==> config.mk <==
export PLATFORM = sky130hd
export DESIGN_NAME = rect_motion_ctl
export DESIGN_NICKNAME = d
export VERILOG_FILES = /design/src/rtl/rect_motion_ctl.sv
export SDC_FILE = /design/constraint.sdc
export NUM_CORES = 1
export LEC_CHECK = 0
export ABC_CLOCK_PERIOD_IN_PS = 5640
export CORE_MARGIN = 2
export CORE_UTILIZATION = 60
export CTS_CLUSTER_SIZE = 28
export DETAILED_ROUTE_END_ITERATION = 10
export PLACE_DENSITY_LB_ADDON = 0.1
export SYNTH_ARGS = -nofsm -noshare
export SYNTH_HDL_FRONTEND = slang
export SYNTH_SLANG_ARGS = --single-unit
==> constraint.sdc <==
create_clock -name clk -period 5.64 [get_ports clk]
set_clock_uncertainty 0.15 [all_clocks]
set_input_delay 1.128 -clock clk [delete_from_list [all_inputs] [get_ports clk]]
set_output_delay 1.128 -clock clk [all_outputs]
set_load 0.01 [all_outputs]
==> src/rtl/rect_motion_ctl.sv <==
// Per-frame position controller for one rectangular sprite: button-driven motion,
// edge clamping and a post-collision freeze. Define RECT_MOTION_WRAP_EN to wrap at edges.
module rect_motion_ctl #(
    parameter int SCREEN_W   = 1024,
    parameter int SCREEN_H   = 768,
    parameter int WIDTH      = 64,
    parameter int HEIGHT     = 64,
    parameter int STEP       = 4,
    parameter int X_INIT     = 480,
    parameter int Y_INIT     = 352,
    parameter int HIT_FRAMES = 8
) (
    input  logic        clk,
    input  logic        rst,
    input  logic        enable,
    input  logic        vblnk_in,
    input  logic        btn_left,
    input  logic        btn_right,
    input  logic        btn_up,
    input  logic        btn_down,
    input  logic        collision_in,
    output logic [11:0] x_pos,
    output logic [11:0] y_pos,
    output logic        collision_out,
    output logic [1:0]  state_out,
    output logic [15:0] frame_cnt
);

    localparam logic [1:0]  ST_IDLE  = 2'd0;
    localparam logic [1:0]  ST_RUN   = 2'd1;
    localparam logic [1:0]  ST_HIT   = 2'd2;
    localparam logic [12:0] X_MAX    = 13'(SCREEN_W - WIDTH);
    localparam logic [12:0] Y_MAX    = 13'(SCREEN_H - HEIGHT);
    localparam logic [12:0] STEP13   = 13'(STEP);
    localparam logic [7:0]  HIT_LOAD = 8'(HIT_FRAMES);

    logic [1:0]  state_reg, state_next;
    logic [11:0] x_reg, x_next;
    logic [11:0] y_reg, y_next;
    logic        col_reg, col_next;
    logic [15:0] fc_reg, fc_next;
    logic [7:0]  hit_cnt_reg, hit_cnt_next;
    logic        sticky_reg, sticky_next;
    logic        vblnk_prev_reg;
    logic        tick;
    logic        hit_evt;

    // One axis step; 13-bit arithmetic keeps pos+STEP from overflowing.
    function automatic logic [11:0] axis_next(input logic [11:0] pos, input logic inc,
                                              input logic dec, input logic [12:0] lim);
        logic [12:0] p;
        logic [12:0] up;
        logic [12:0] res;
        p   = {1'b0, pos};
        up  = p + STEP13;
        res = p;
`ifdef RECT_MOTION_WRAP_EN
        if (inc && !dec)
            res = (up > lim) ? 13'd0 : up;
        else if (dec && !inc)
            res = (p < STEP13) ? lim : p - STEP13;
`else
        if (inc && !dec)
            res = (up > lim) ? lim : up;
        else if (dec && !inc)
            res = (p < STEP13) ? 13'd0 : p - STEP13;
        // Also pulls an out-of-range start position back inside on the first move.
        if (res > lim)
            res = lim;
`endif
        return res[11:0];
    endfunction

    assign tick    = vblnk_in & ~vblnk_prev_reg;
    assign hit_evt = collision_in | sticky_reg;

    always_comb begin
        state_next   = state_reg;
        x_next       = x_reg;
        y_next       = y_reg;
        col_next     = col_reg;
        fc_next      = fc_reg;
        hit_cnt_next = hit_cnt_reg;
        sticky_next  = tick ? 1'b0 : (sticky_reg | collision_in);
        if (!enable) begin
            state_next   = ST_IDLE;
            col_next     = 1'b0;
            sticky_next  = 1'b0;
            hit_cnt_next = 8'd0;
        end else begin
            case (state_reg)
                ST_IDLE: state_next = ST_RUN;
                ST_RUN: begin
                    if (tick) begin
                        fc_next = fc_reg + 16'd1;
                        if (hit_evt) begin
                            state_next   = ST_HIT;
                            hit_cnt_next = HIT_LOAD;
                            col_next     = 1'b1;
                        end else begin
                            x_next = axis_next(x_reg, btn_right, btn_left, X_MAX);
                            y_next = axis_next(y_reg, btn_down, btn_up, Y_MAX);
                        end
                    end
                end
                ST_HIT: begin
                    if (tick) begin
                        fc_next = fc_reg + 16'd1;
                        if (hit_evt) begin
                            hit_cnt_next = HIT_LOAD;
                        end else if (hit_cnt_reg <= 8'd1) begin
                            state_next   = ST_RUN;
                            hit_cnt_next = 8'd0;
                            col_next     = 1'b0;
                        end else begin
                            hit_cnt_next = hit_cnt_reg - 8'd1;
                        end
                    end
                end
                default: state_next = ST_IDLE;
            endcase
        end
    end

    always_ff @(posedge clk or posedge rst) begin
        if (rst) begin
            state_reg      <= ST_IDLE;
            x_reg          <= 12'(X_INIT);
            y_reg          <= 12'(Y_INIT);
            col_reg        <= 1'b0;
            fc_reg         <= 16'd0;
            hit_cnt_reg    <= 8'd0;
            sticky_reg     <= 1'b0;
            vblnk_prev_reg <= 1'b0;
        end else begin
            state_reg      <= state_next;
            x_reg          <= x_next;
            y_reg          <= y_next;
            col_reg        <= col_next;
            fc_reg         <= fc_next;
            hit_cnt_reg    <= hit_cnt_next;
            sticky_reg     <= sticky_next;
            vblnk_prev_reg <= vblnk_in;
        end
    end

    assign x_pos         = x_reg;
    assign y_pos         = y_reg;
    assign collision_out = col_reg;
    assign state_out     = state_reg;
    assign frame_cnt     = fc_reg;

endmodule

# After elaboration in Yosys (flattened, before gate mapping)
# Cells that the tools add are included.
[op_classes]
addsub = 6
magnitude_cmp = 7
eq_ne = 8
n_mux = 41
bitwise = 4
reduce_logical = 15
[ops]
columns = ["operator", "count"]
rows = [
  ["13-bit 2-to-1 mux", 16],
  ["13-bit by 10-bit > comparator with 1-bit output, second input constant", 4],
  ["8-bit 2-to-1 mux", 6],
  ["12-bit by 3-bit adder with 13-bit output, second input constant", 2],
  ["12-bit by 3-bit subtractor with 13-bit output, second input constant", 2],
  ["12-bit by 3-bit < comparator with 1-bit output, second input constant", 2],
  ["12-bit 2-to-1 mux", 2],
  ["16-bit by 1-bit adder with 16-bit output, second input constant", 1],
  ["8-bit one-hot mux with 2 select lines", 1],
  ["3-bit != test, second input constant", 5],
  ["2-bit 2-to-1 mux", 6],
  ["8-bit by 1-bit less-or-equal comparator with 1-bit output, second input constant", 1],
  ["1-bit 2-to-1 mux", 8],
  ["4-bit AND reduction", 2],
  ["8-bit by 1-bit subtractor with 8-bit output, second input constant", 1],
  ["2-bit one-hot mux with 3 select lines", 1],
  ["6-bit AND reduction", 1],
  ["5-bit AND reduction", 1],
  ["1-bit logical AND", 4],
  ["1-bit zero test", 4],
  ["3-bit by 1-bit != test with 1-bit output, second input constant", 1],
  ["3-bit AND reduction", 1],
  ["2-bit by 1-bit equality test with 1-bit output, second input constant", 1],
  ["2-bit equality test, second input constant", 1],
  ["6 further kinds", 7],
]
[totals]
regBits = 53
input_bits = 9
out_inout_bits = 43
word_cells = 89

# Depth between registers and ports, before layout
# Gate-level depths: netlist (run 1).
[depth]
ltp_word = 10
ltp_mapped = 12
ltp_nobuf = 10

# Worst setup path before layout (run 1)
# Ideal clock, no wire load.
[synth_timing]
path_kind = "input-to-reg"
from = "input port vblnk_in"
to = "register fc_reg[15], in the netlist frame_cnt[15]"
setup_time_ns = 0.124
arrival_time_ns = 2.680
required_ns = 5.366
path_slack_ns = 2.686
path_stages = 8
n_path_buf = 1
cell_sequence = "nor2b_1 and3_1 clkbuf_1 and3_1 nand4_1 nor3_1 nand3_1 xnor2_1"
[synth_via]
elab_chain_len = 2
[synth_lines]
columns = ["element", "line_no", "rtl"]
rows = [
  ["from (decl)", "16", "input logic vblnk_in,"],
  ["1-bit bitwise AND", "74", "assign tick = vblnk_in & ~vblnk_prev_reg;"],
  ["3-bit AND reduction (no line)", "--", ""],
  ["to (signal assigned)", "140", "fc_reg <= fc_next;"],
  ["to (decl)", "41", "logic [15:0] fc_reg, fc_next;"],
]
# No other way between the ends.
# A chain may end at the register's enable or synchronous reset.

# Final worst setup path (run 1)
[layout_timing]
from = "register x_reg[2], in the netlist x_pos[2]"
to = "register x_reg[1], in the netlist x_pos[1]"
[layout_via]
elab_chain_len = 10
elab_cells_between_ends = 14
classes_between = "2 x add/sub; 3 x order compare; 9 x mux"
[layout_lines]
columns = ["element", "line_no", "rtl"]
rows = [
  ["from (decl)", "38", "logic [11:0] x_reg, x_next;"],
  ["from (signal assigned)", "128", "x_reg <= 12'(X_INIT);"],
  ["from (signal assigned)", "137", "x_reg <= x_next;"],
  ["12-bit by 3-bit adder with 13-bit output, or another cell as far along", "55", "up = p + STEP13;"],
  ["13-bit by 10-bit > comparator with 1-bit output / 13-bit 2-to-1 mux (equally long branches)", "64, 66", ""],
  ["13-bit 2-to-1 mux, on equally long branches", "64, 65", ""],
  ["13-bit 2-to-1 mux *", "63", "if (inc && !dec)"],
  ["13-bit 2-to-1 mux *", "96", "if (hit_evt) begin"],
  ["13-bit 2-to-1 mux *", "94", "if (tick) begin"],
  ["13-bit 2-to-1 mux *", "91", "case (state_reg)"],
  ["13-bit 2-to-1 mux *", "85", "if (!enable) begin"],
  ["13-bit by 10-bit > comparator with 1-bit output", "68", "if (res > lim)"],
  ["12-bit 2-to-1 mux *", "68", ""],
]
# Mark *: on every way between the ends. The rest lies on a longest branch, timed or not. The select of a mux whose other input is x is not followed.

==> results of run 1 <==
cell type report:
class,count,area (sq um)
clock buffers,5,68.8
clock inverters,3,21.3
fillers,500,1810
inverters,21,78.8
multi-input cells,383,2420
flip-flops and latches,53,1340
well taps,77,96.3
repair buffers,51,510
how the worst min path moves through the flow:
stage          slack [ns]             end
6_report             0.33   frame_cnt[15]
5_1_grt              0.36   frame_cnt[15]
4_1_cts              0.34   frame_cnt[15]
3_5_place_dp         0.32   frame_cnt[15]
3_3_place_gp         0.31   frame_cnt[15]
2_1_floorplan        0.30  hit_cnt_reg[7]
through the flow:
step | setup WS [ns] | instance area [sq um]
4_1_cts | 1.99 | 4540
3_5_place_dp | 1.75 | 4450
3_3_place_gp | 1.82 | 4450
6_report | 1.91 | 4540
5_1_grt | 1.72 | 4540
2_1_floorplan | 2.69 | 3950
cell usage in the layout (no fill, tap or decap), types with 7 or more instances in the layout:
master            n
dfrtp_1          46
nand2_1          57
a31oi_1          10
clkdlybuf4s50_1  51
ha_1             13
and3_1            8
nor4_1            8
xor2_1            9
a21oi_1          16
inv_1            20
o31ai_1           8
xnor2_1          15
nand4_1           9
nor3_1            9
nand2b_1         12
nor2_1           41
nand3_1          27
o21ai_0          37
dfstp_2           7
metal layers:
metal  wire, microns  up-vias
met5               0        -
met1            4300     1859
met4             222        0
met3             697       21
li1                -     1842
met2            4950      173
cells by family (layout without fill, tap and decap cells):
logic type      after synthesis  in the layout  share of synthesized area, %
compound gates              130            130                          22.7
xor+xnor                     24             24                          5.32
mux                           7              7                          1.96
simple gates                209            209                          27.3
fa+ha+maj                    13             13                          4.12
flops                        53             53                          33.8
buf+inv                      48             80                          4.81
power by group through the flow:
stage	clock (mW)	combinational [mW]	sequential [mW]
floorplan	0	0.504	0.559
global placement	0	0.674	0.639
global route	0.241	0.774	0.655
CTS	0.226	0.686	0.633
detailed placement	0	0.680	0.640
finish	0.223	0.692	0.639
==> metrics.csv, run 1 <==
stage;metric;value;unit
outcome;run_status;complete, no violations;
worst_setup_path;worst_setup_slack_for_register_to_register_paths;1.91;ns
pwr;pwr-share-clk;14.3;%
final_layout;final_nets;537;
final_layout;layout-area-overhead-vs-synth;14.8;%
grt;grt_antenna_before_repair;0;
worst_setup_path;endpoint_type_of_the_worst_setup_path;flip-flop;
logic_synthesis;synth_most_common_cell;nand2_1;
drt;wire_per_inst;17.2;microns
final_layout;finalNonFillerCells;593;
worst_setup_path;worstReg2RegEnd;x_pos[1];
pwr;power.density_cell_area;343;nW/um^2
logic_synthesis;synth-async-reset-ratio;100;%
clocking;post_cts.resized_instances;0;
logic_synthesis;syn_nets;506;
worst_setup_path;startpoint;x_pos[2];
grt;largest_net_degree_at_the_start_of_global_routing;54;
logic_synthesis;yosys.area.top_type;dfrtp_1;
logic_synthesis;cells_after_synth;484;
floorplanning;num_rows;29;
logic_synthesis;synth_area_per_cell;8.16;sq um
timing;fin_crit_sh;66.2;%
worst_setup_path;rr_worst_depth;9;
drt;detail_route.wirelength;10.2;mm
pwr;p_sw_share;44.2;%
floorplanning;initial_core_util;62.2;%
drt;vias;3895;
worst_setup_path;worstPathRequired;5.69;ns
worst_setup_path;critical_path_cell_count;9;
worst_setup_path;cpLargestDelayFamily;simple AND/OR/NAND/NOR gates;
timing;final.hold.worst_slack;0.327;ns
worst_setup_path;timing.setup.critical_path_class;flip-flop to flip-flop;
final_layout;antennaDiodeCount;0;
pwr;power.switching;687;uW
timing;finalSetupTns;0;ns
clocking;setup_fix_buffers_added_after_clock_tree_synthesis;0;
grt;grt_first_pass_wirelength;17.1;mm
final_layout;largest_register_ff_count;16;
worst_setup_path;crit_path_start_kind;flip-flop;
clocking;cts_root_buf;clkbuf_8;
floorplanning;die-height;85.1;microns
worst_setup_path;crit_path_cell_trace;ha_1 -> nand3_1 -> or3b_2 -> nand3_1 -> and3_1 -> mux2i_2 -> a311oi_2 -> a21boi_1 -> o41ai_1;
grt;number_of_global_route_vias_before_repair;3562;
logic_synthesis;synthesis.yosys.warnings;0;
pwr;p_comb_share;44.5;%
clocking;cts_made_buffers;5;
clocking;cts_max_path_buffers;2;
floorplanning;die_w;85.1;microns
final_layout;postLayoutCoreUtil;71.4;%
logic_synthesis;synth_area;3950;sq um
timing;achievable-frequency;0.268;GHz
worst_setup_path;slowest_stage;dfrtp_1;
run;drv.max_cap_violation_count;0;
timing;report.final.slew_viol_count;0;
worst_hold_path;worst_hold_path_cells;1;
worst_setup_path;critPathBufInv;0;
clocking;clkLatencyLatePin;0.31;ns
placed_design;placement.io_buffers;51;
floorplanning;pin_count;52;
grt;gr-usage-met2;48.4;%
logic_synthesis;ys_top_cells_by_area;dfrtp_1 (29%), nand2_1 (5.4%), o21ai_0 (4.7%);
pwr;sequentialPowerShare;41.1;%
worst_setup_path;worstSetupEndpoint;x_pos[1];
clocking;cts.htree.levels;2;
clocking;clkSlewWorstSetupHoldPaths;0.10;ns
clocking;cts_tree;done;
drt;route.antenna.remaining_nets;0;
placed_design;numPlacedInstances;585;
worst_hold_path;hp-start;frame_cnt[15];
logic_synthesis;ys_dominant_reg_cell;dfrtp_1;
logic_synthesis;synth-seq-cells;53;
logic_synthesis;post-synth-top-area-fraction;29.1;%
timing;timing.final.hold_violations;0;
logic_synthesis;synth_enable_flop_cells;0;
pwr;p_leak;1.80;nW
grt;globalRouteTotalUtil;28.8;%
logic_synthesis;synth.distinct_cells;68;
final_layout;fraction_of_layout_instances_using_a_drive_strength_above_1;5.81;%
pwr;power.total;1.55;mW
timing;max_slew_margin;27.2;%
drt;post_drt_via_cell_ratio;6.57;
worst_setup_path;worst_path_largest_cell_delay;0.81;ns
grt;overflow;0;
worst_setup_path;critical_path.max_fanout;19;
logic_synthesis;synth_top_cells_by_count;nand2_1 (57), dfrtp_1 (46), nor2_1 (41), o21ai_0 (37), nand3_1 (27);
timing;final-setup-viol-count;0;
placed_design;routabilityCongestion;0.972;
drt;drt_iter0_markers;220;
drt;drt_pre_antenna_iters;5;
timing;slew_worst_pin;1.09;ns
logic_synthesis;synth.yosys.seq_area_share;33.8;%
worst_setup_path;worst_ep_arrival_time;3.78;ns
placed_design;detailed_place_hpwl;7.23;mm
grt;globalRouteMet1Util;37.7;%
grt;grt.busiest_layer;met2;
grt;groute.layer.met3.usage;5.06;%
timing;grt_setup_unrepaired;false;
worst_hold_path;hp-class;flip-flop to flip-flop;
floorplanning;fp.dieArea;7250;sq um
timing;period_minus_slack;3.73;ns
worst_setup_path;cpMostUsedCell;nand3_1;
pwr;p_int;868;uW
drt;drc;0;
clocking;clkSinkCount;53;
worst_setup_path;r2r_start;x_pos[2];
clocking;cts_hold_repair.buffers;0;
pwr;vdd.ir_drop.worst;243;uV
floorplanning;floorplan.core_area;6350;sq um
(Power assumes the default switching activity.)
==> inputs of run 2 (changes only) <==
--- a/config.mk
+++ b/config.mk
@@ -5,9 +5,9 @@
 export SDC_FILE = /design/constraint.sdc
 export NUM_CORES = 1
 export LEC_CHECK = 0
-export ABC_CLOCK_PERIOD_IN_PS = 5640
+export ABC_CLOCK_PERIOD_IN_PS = 3400
 export CORE_MARGIN = 2
-export CORE_UTILIZATION = 60
+export CORE_UTILIZATION = 51
 export CTS_CLUSTER_SIZE = 28
 export DETAILED_ROUTE_END_ITERATION = 10
 export PLACE_DENSITY_LB_ADDON = 0.1
==> constraint.sdc (replaced) <==
create_clock -name clk -period 3.4 [get_ports clk]
set_clock_uncertainty 0.15 [all_clocks]
set_input_delay 0.68 -clock clk [delete_from_list [all_inputs] [get_ports clk]]
set_output_delay 0.68 -clock clk [all_outputs]
set_load 0.01 [all_outputs]
==> run 2 against run 1 <==
Global-route usage shrank 3.7 points. First-iteration DRC count shrank 29%. Wire length grew 0.37%. Via count shrank 1.6%. Core utilization shrank 9.1 points. Hold slack gained 0.013 ns. Cell count grew 8.1%. Critical endpoint is now x_pos[4]. Setup slack lost 1.7 ns. Sequential power grew 40%. Clock power grew 66%. Critical path depth is the same.
==> metrics.csv, run 2 (synthesized netlist as in run 1, its figures left out) <==
stage;metric;value;unit;change
drt;route.antenna.remaining_nets;0;;unchanged
clocking;post_cts.resized_instances;0;;unchanged
timing;timing.final.hold_violations;0;;unchanged
final_layout;finalNonFillerCells;641;;+8.1%
floorplanning;die-height;92.0;microns;+8.1%
grt;grt_first_pass_wirelength;17.5;mm;+2.2%
worst_setup_path;endpoint_type_of_the_worst_setup_path;flip-flop;;
pwr;pwr-share-clk;13.9;%;-0.4 points
placed_design;numPlacedInstances;633;;+8.2%
clocking;setup_fix_buffers_added_after_clock_tree_synthesis;0;;unchanged
clocking;clkSinkCount;53;;unchanged
worst_setup_path;crit_path_start_kind;flip-flop;;
timing;finalSetupTns;0;ns;unchanged
placed_design;place_ws;0.211;ns;-1.53 ns
timing;final-setup-viol-count;0;;unchanged
clocking;clkLatencyLatePin;0.31;ns;about the same
grt;number_of_global_route_vias_before_repair;3743;;+5.1%
final_layout;layout-area-overhead-vs-synth;20.1;%;
final_layout;antennaDiodeCount;0;;unchanged
floorplanning;initial_core_util;51.9;%;-10 points
clocking;cts_root_buf;clkbuf_8;;
floorplanning;floorplan.core_area;7610;sq um;+20%
timing;slew_worst_pin;0.794;ns;-0.297 ns
grt;largest_net_degree_at_the_start_of_global_routing;54;;unchanged
clocking;cts_max_path_buffers;2;;unchanged
clocking;cts.htree.levels;2;;unchanged
final_layout;largest_register_ff_count;16;;unchanged
clocking;cts_hold_repair.buffers;0;;unchanged
timing;post-route-worst-setup-slack;0.251;ns;-1.66 ns
drt;detail_route.wirelength;10.2;mm;+0.37%
outcome;run_status;complete, no violations;;
timing;fin_crit_sh;92.6;%;+26 points
grt;overflow;0;;unchanged
floorplanning;die_w;92.0;microns;+8.1%
pwr;sequentialPowerShare;33.5;%;-7.6 points
drt;post_drt_via_cell_ratio;5.98;;-9.0%
pwr;p_leak;1.91;nW;+6.4%
floorplanning;num_rows;32;;+10%
final_layout;mostFrequentLayoutCell;nand2_1;;
timing;final.hold.worst_slack;0.340;ns;+0.0133 ns
final_layout;final_cell_mix;nand2_1 (57), clkdlybuf4s50_1 (51), dfrtp_1 (46);;
clocking;cts_tree;done;;
timing;period_minus_slack;3.15;ns;-0.583 ns
worst_setup_path;timing.setup.critical_path_class;flip-flop to flip-flop;;
final_layout;fill_count;686;;+37%
worst_setup_path;startpoint;x_pos[2];;
placed_design;detailed_place_hpwl;7.49;mm;+3.5%
drt;drt_iter0_markers;156;;-29%
final_layout;postLayoutCoreUtil;62.4;%;-9.1 points
placed_design;placement.io_buffers;51;;unchanged
floorplanning;fp.dieArea;8460;sq um;+17%
pwr;p_int;1.52;mW;+75%
grt;grt_antenna_before_repair;0;;unchanged
drt;wire_per_inst;15.9;microns;-7.1%
worst_hold_path;hp-class;flip-flop to flip-flop;;
placed_design;routabilityCongestion;0.986;;+1.5%
drt;drc;0;;unchanged
clocking;clkSlewWorstSetupHoldPaths;0.10;ns;about the same
worst_hold_path;hp-start;frame_cnt[15];;
floorplanning;pin_count;52;;unchanged
final_layout;final_nets;560;;+4.3%
run;drv.max_cap_violation_count;0;;unchanged
pwr;power.density_cell_area;564;nW/um^2;+64%
pwr;p_comb_share;52.6;%;+8.1 points
clocking;cts_made_buffers;5;;unchanged
timing;max_slew_margin;46.6;%;+19 points
final_layout;fraction_of_layout_instances_using_a_drive_strength_above_1;9.83;%;+4.0 points
worst_setup_path;worst_ep_arrival_time;3.25;ns;-0.53 ns
worst_setup_path;r2r_start;x_pos[2];;
pwr;p_sw_share;43.3;%;-0.93 points
worst_setup_path;worstPathRequired;3.50;ns;-2.19 ns
worst_setup_path;critical_path.max_fanout;9;;-10
timing;grt_setup_unrepaired;false;;
drt;drt_pre_antenna_iters;4;;-1
pwr;power.switching;1.16;mW;+68%
grt;globalRouteTotalUtil;25.0;%;-3.7 points
drt;vias;3831;;-1.6%
pwr;vdd.ir_drop.worst;441;uV;+82%
timing;report.final.slew_viol_count;0;;unchanged
timing;achievable-frequency;0.318;GHz;+19%
run 2: stage by stage:
stage          total power, mW  cell area (sq um)
2_1_floorplan             1.76               3950
3_3_place_gp              2.28               4650
3_5_place_dp              2.29               4650
4_1_cts                   2.68               4740
5_1_grt                   2.88               4740
6_report                  2.67               4740
run 2: power groups by stage:
stage / sequential, mW / combinational (mW) / clock, mW
finish: 0.896 / 1.41 / 0.371
global route: 0.917 / 1.56 / 0.412
CTS: 0.896 / 1.39 / 0.389
detailed placement: 0.907 / 1.38 / 0
global placement: 0.905 / 1.38 / 0
floorplan: 0.928 / 0.835 / 0
run 2: final timing paths:
kind / slack, ns / cells past startpoint / to
hold / removal: 0.34 / 1 / frame_cnt[15]
hold reg to reg: 0.34 / 1 / frame_cnt[15]
setup / recovery: 0.25 / 9 / x_pos[4]
setup reg to reg: 0.25 / 9 / x_pos[4]
max in group asynchronous: 1.98 / 3 / y_pos[11]
min in group asynchronous: 0.71 / 3 / frame_cnt[4]
run 2: cell type report:
| cell class | count | area (sq um) | share of cell area (%) |
|---|---|---|---|
| clock buffer | 5 | 68.8 | 1.45 |
| clock inverter | 3 | 25.0 | 0.528 |
| inverter | 21 | 78.8 | 1.66 |
| multi-input combinational | 383 | 2420 | 51.1 |
| sequential | 53 | 1340 | 28.1 |
| tap | 102 | 128 | 2.69 |
| timing repair buffer | 74 | 683 | 14.4 |
run 2: critical path: stages (launching register included):
cell	delay, ns
dfrtp_1	0.39
ha_1	0.39
a21bo_2	0.27
or4_1	0.46
nand3b_1	0.14
and3_1	0.24
mux2i_2	0.38
a311oi_2	0.19
nor3_2	0.28
a22o_1	0.19
run 2: layer usage:
layer	vias to the layer above	GRT usage [%]	routed length [microns]
li1	1882	-	-
met1	1807	32.6	4480
met2	126	43.0	5000
met3	16	4.11	583
met4	0	7.21	147
met5	-	0	0
